<file path="src/rtl/dmem_arbiter_pkg.sv">
// Shared constants for the data-memory arbiter: read-owner encoding,
// default data width and the memory-mapped I/O addresses of the processor.
package dmem_arbiter_pkg;

    localparam int DBITS_DEF = 32;

    localparam logic [1:0] OWN_NONE = 2'd0;
    localparam logic [1:0] OWN_CPU  = 2'd1;
    localparam logic [1:0] OWN_AUX  = 2'd2;

    localparam logic [31:0] ADDR_HEX  = 32'hF000_0000;
    localparam logic [31:0] ADDR_LEDR = 32'hF000_0004;
    localparam logic [31:0] ADDR_LEDG = 32'hF000_0008;
    localparam logic [31:0] ADDR_KEY  = 32'hF000_0010;
    localparam logic [31:0] ADDR_SW   = 32'hF000_0014;

endpackage

</file>
<file path="src/rtl/dmem_arbiter.sv">
// Shares the single DataMemory port between the CPU load/store path (fixed
// priority) and an auxiliary requester. A starvation counter forces an aux
// grant after STARVE_LIMIT denied cycles. Read data is steered back to the
// port that issued the read, one cycle after the grant. The processor top
// level drives its PC write enable from ~cpu_stall.
module dmem_arbiter
    import dmem_arbiter_pkg::*;
#(
    parameter int DBITS        = DBITS_DEF,
    parameter int STARVE_LIMIT = 4
) (
    input  logic             clk,
    input  logic             reset,

    input  logic             cpu_req,
    input  logic             cpu_we,
    input  logic [DBITS-1:0] cpu_addr,
    input  logic [DBITS-1:0] cpu_wdata,
    output logic             cpu_gnt,
    output logic             cpu_stall,
    output logic             cpu_rvalid,
    output logic [DBITS-1:0] cpu_rdata,

    input  logic             aux_req,
    input  logic             aux_we,
    input  logic [DBITS-1:0] aux_addr,
    input  logic [DBITS-1:0] aux_wdata,
    output logic             aux_gnt,
    output logic             aux_rvalid,
    output logic [DBITS-1:0] aux_rdata,

    output logic             mem_we,
    output logic [DBITS-1:0] mem_addr,
    output logic [DBITS-1:0] mem_wdata,
    input  logic [DBITS-1:0] mem_rdata
);

    localparam logic [3:0] LIMIT = 4'(STARVE_LIMIT);

    logic [3:0] starve_cnt;
    logic [1:0] rd_owner_p1;
    logic       aux_win;
    logic       cpu_win;

    // Counter steps up by one but never passes the starvation limit.
    function automatic logic [3:0] sat_inc(input logic [3:0] v);
        return (v >= LIMIT) ? LIMIT : v + 4'd1;
    endfunction

    // Issue stage: combinational grant; no grant at all while reset is high.
    assign aux_win   = ~reset & aux_req & (~cpu_req | (starve_cnt == LIMIT));
    assign cpu_win   = ~reset & cpu_req & ~aux_win;

    assign aux_gnt   = aux_win;
    assign cpu_gnt   = cpu_win;
    assign cpu_stall = cpu_req & ~cpu_win;

    // With no grant the CPU port is presented, but the write strobe stays low.
    assign mem_addr  = aux_win ? aux_addr  : cpu_addr;
    assign mem_wdata = aux_win ? aux_wdata : cpu_wdata;
    assign mem_we    = aux_win ? aux_we    : (cpu_win & cpu_we);

    // Return stage: rvalid is masked during reset so an in-flight read is dropped.
    assign cpu_rvalid = ~reset & (rd_owner_p1 == OWN_CPU);
    assign aux_rvalid = ~reset & (rd_owner_p1 == OWN_AUX);
    assign cpu_rdata  = cpu_rvalid ? mem_rdata : '0;
    assign aux_rdata  = aux_rvalid ? mem_rdata : '0;

    // Track consecutive denied aux cycles and remember who owns next cycle's read data.
    always_ff @(posedge clk) begin
        if (reset) begin
            starve_cnt  <= 4'd0;
            rd_owner_p1 <= OWN_NONE;
        end else begin
            if (~aux_req | aux_win)
                starve_cnt <= 4'd0;
            else if (cpu_win)
                starve_cnt <= sat_inc(starve_cnt);

            if (aux_win & ~aux_we)
                rd_owner_p1 <= OWN_AUX;
            else if (cpu_win & ~cpu_we)
                rd_owner_p1 <= OWN_CPU;
            else
                rd_owner_p1 <= OWN_NONE;
        end
    end

endmodule

</file>
<file path="config.mk">
export PLATFORM = sky130hd
export DESIGN_NAME = dmem_arbiter
export DESIGN_NICKNAME = d
export VERILOG_FILES = /design/src/rtl/dmem_arbiter_pkg.sv /design/src/rtl/dmem_arbiter.sv
export SDC_FILE = /design/constraint.sdc
export NUM_CORES = 1
export LEC_CHECK = 0
export ABC_AREA = 0
export ABC_CLOCK_PERIOD_IN_PS = 4200
export BUFFER_PORTS_ARGS = -buffer_cell sky130_fd_sc_hd__buf_4
export CORE_AREA = 2 2 116 118
export DETAILED_ROUTE_END_ITERATION = 16
export DIE_AREA = 0 0 118 120
export PLACE_DENSITY = 0.53
export SYNTH_ARGS = -nofsm -noshare
export SYNTH_HDL_FRONTEND = slang
export SYNTH_SLANG_ARGS = --single-unit
</file>
<file path="constraint.sdc">
create_clock -name clk -period 4.2 [get_ports clk]
set_input_delay 0.84 -clock clk [delete_from_list [all_inputs] [get_ports clk]]
set_output_delay 0.84 -clock clk [all_outputs]
set_load 0.01 [all_outputs]
</file>
==> results by group <==
Min path
  – Hold Crit Depth: 1
  – Worst hold path class: reg -> reg

Place
  – Global placement routability congestion: 0.815
  – Worst slack, placed: 1.01 ns
  – Port bufs: 299
  – DP Wirelength: 8470 µm

Synth
  – Cells after synthesis: 173
  – Top_reg_cell synth: dfxtp_1
  – FFs w/ async S/R, synth: 0
  – Synth unique cells: 22
  – Mux cell area share after synthesis: 0.529
  – Mapped Area: 1600 µm²
  – Top cell type's share of synthesized area: 0.282
  – Yosys warns: 0
  – Syn_nets: 341
  – FF+latch count, synth: 6
  – Seq/Total Area, Yosys: 0.0752
  – Synth Area in XOR/XNOR: 0
  – Mean Syn Cell Area: 9.24 µm²
  – Most frequent cell after synthesis: and2_1
  – EDFF count, synth: 0
  – Combinational family with the most area after synthesis: multiplexers
  – Adder-cell share of the synthesized area: 0.0157
  – Yosys top cell by area: mux2_4
  – Compound-gate portion of the synthesized area: 0.0157
  – Synth top cells by count: and2_1, mux2_2, mux2_4
  – Top cells by area, synth: mux2_4, and2_1, mux2_2
  – Simple-Gate Fraction of Synth Area: 0.297

Layout
  – Nets: 636
  – Area Overhead vs Synth: 158%
  – N_diodes: 0
  – # fillers: 1396
  – Sequential cell area: 120 µm²
  – Ratio of cells with drive above 1 in the final layout: 0.803
  – Multi-input combinational cell area: 1390 µm²

Drt
  – TritonRoute pass-1 iters: 4
  – WL final: 9530 µm
  – DRC viols: 0
  – DRT antenna net count: 0
  – Number of DRC markers in iteration 0: 59
  – Vias: 2301
  – Via/cell ratio: 3.58
  – Drt wl/cell: 14.8 µm

Worst setup path
  – FF-to-FF End: rd_owner_p1[1]
  – Crit-path most repeated cell: buf_4
  – CP Data Arrival Time: 2.33 ns
  – Reg-to-reg slack, setup: 2.72 ns
  – Crit Path Class: in -> out
  – Critical Path Start: reset
  – FF-to-FF Start: starve_cnt[0]
  – Max stage delay on crit path: 0.43 ns
  – R2R cell count: 5
  – Req. time, crit path: 3.36 ns
  – Cell count along the critical path: 6
  – Worst Setup EP: mem_addr[0]
  – CP delay by family, top: buffers and inverters
  – Critical Path End Type: primary output
  – Startpoint types: primary input
  – Crit-path cells: buf_4 -> inv_1 -> o211a_4 -> buf_12 -> mux2_2 -> buf_4
  – Slowest cell on crit path: o211a_4
  – Critical path peak fanout: 35
  – Worst path bufs/invs: 4

Power
  – Peak VDD IR: 0.0967 mV
  – Static Leak: 2.21 nW
  – Power Dens Cells: 134 nW/µm²

STA
  – Endpoints failing setup: 0
  – Fmax: 315 MHz
  – Clk_skew: 0.00243 ns
  – Final Cycle Share: 0.756
  – Setup TNS: 0 ns
  – Final hold violation count: 0
  – Slew Viols, Final: 0
  – RSZ-0062 raised after global routing: no
  – Minimum clock period after layout: 3.17 ns
  – Final worst-path setup slack: 1.03 ns

Floorplanning
  – DIE WIDTH: 118 µm
  – Starting density of the core: 0.123
  – Core area: 13000 µm²
  – Vert. Die Dim: 120 µm
  – Row cnt: 42
  – IO Count: 300
  – Die area: 14200 µm²

Global route
  – Largest net degree at the start of global routing: 36
  – Gr usage total: 0.118
  – First-pass GRT wire length: 13200 µm
  – GRT overflow: 0
  – Initial antenna violation count: 0
  – Vias in the first global route: 2342

CTS
  – Post-CTS Setup Repair Bufs: 0
  – Post-CTS resize count: 0
  – CTS clk-pin slew, worst paths: 0.03 ns
  – CTS sink cnt: 6
  – CTS tree: done
  – Post-cts hold buffer count: 0
  – H-tree Lvls: 1
  – Later-pin clock latency in the skew report: 0.23 ns
  – CTS root buffer: clkbuf_16
  – CTS buffer count: 3
  – Clock buffer depth: 2

Job
  – Max-cap violations: 0

Outcome
  – Status: finished, final reports clean
## cell usage in the layout, fill, tap and decap left out
master and instances:
conb_1 1, a21oi_1 2, nor2_1 2, buf_4 302
nor4_1 1, nand3_1 1, and3b_1 1, and2_1 65
nor3b_2 2, nor4b_1 1, o21ai_0 1, mux2_4 30
buf_12 1, mux2_2 35, clkbuf_16 3, nand2b_1 1
o211a_4 1, inv_1 6, dfxtp_1 6, nand2_1 1
nor2b_1 1, ha_1 2
## registers in the layout, indices dropped and copies added, names as in the netlist
| register | count |
|---|---|
| rd_owner_p1 | 2 |
| starve_cnt | 4 |
## worst register-to-register path: stages, from the launching register on
cell and delay (ns):
dfxtp_1 0.35, inv_1 0.05, ha_1 0.20, and3b_1 0.21
o211a_4 0.37, nor2b_1 0.19
## stage by stage
stage / instances / util / power (mW) / cell area [µm²] / hold slack (ns)
final: 642 / 0.317 / 0.553 / 4120 / 0.464
after CTS: 642 / 0.317 / 0.558 / 4120 / 0.468
after global placement: 639 / 0.311 / 0.398 / 4040 / 0.442
after global routing: 642 / 0.317 / 0.579 / 4120 / 0.492
after detailed placement: 639 / 0.311 / 0.402 / 4040 / 0.464
after floorplan: 173 / - / 0.182 / 1600 / 0.428
## layout make-up
type | instances | area share
timing repair buffer | 303 | 0.556
multi-input combinational | 148 | 0.338
sequential | 6 | 0.0292
clock buffer | 3 | 0.0182
inverter | 6 | 0.00547
tap | 176 | 0.0535
## worst min-delay path by stage
stage | endpoint | from
6_report | starve_cnt[0] | starve_cnt[0]
5_1_grt | starve_cnt[0] | starve_cnt[0]
3_5_place_dp | starve_cnt[0] | starve_cnt[0]
3_3_place_gp | starve_cnt[0] | starve_cnt[0]
4_1_cts | starve_cnt[0] | starve_cnt[0]
2_1_floorplan | starve_cnt[0] | starve_cnt[0]
## layer usage
| metal | wire [µm] | part of all wire | global-route usage | up-vias |
|---|---|---|---|---|
| li1 | - | - | - | 1165 |
| met5 | 0 | 0 | 0 | - |
| met3 | 368 | 0.039 | 0.0181 | 6 |
| met2 | 5170 | 0.54 | 0.218 | 79 |
| met4 | 70 | 0.0073 | 0.0203 | 0 |
| met1 | 3920 | 0.41 | 0.147 | 1051 |
## power by group
part	total [mW]	switching [mW]	internal [mW]	leakage (nW)
logic	0.338	0.115	0.223	2.12
clock network	0.154	0.0321	0.122	0.0370
registers	0.0606	0.00143	0.0592	0.0491
## cells by family (layout without fill, tap and decap cells)
| kind of cell | after synthesis | in the layout |
|---|---|---|
| muxes | 65 | 65 |
| adders and majority gates | 2 | 2 |
| other | 1 | 1 |
| and+or+nand+nor | 76 | 76 |
| DFF | 6 | 6 |
| buffers and inverters | 19 | 312 |
| AOI/OAI and AO/OA | 4 | 4 |
No activity file was read; power rests on OpenSTA's default activity.
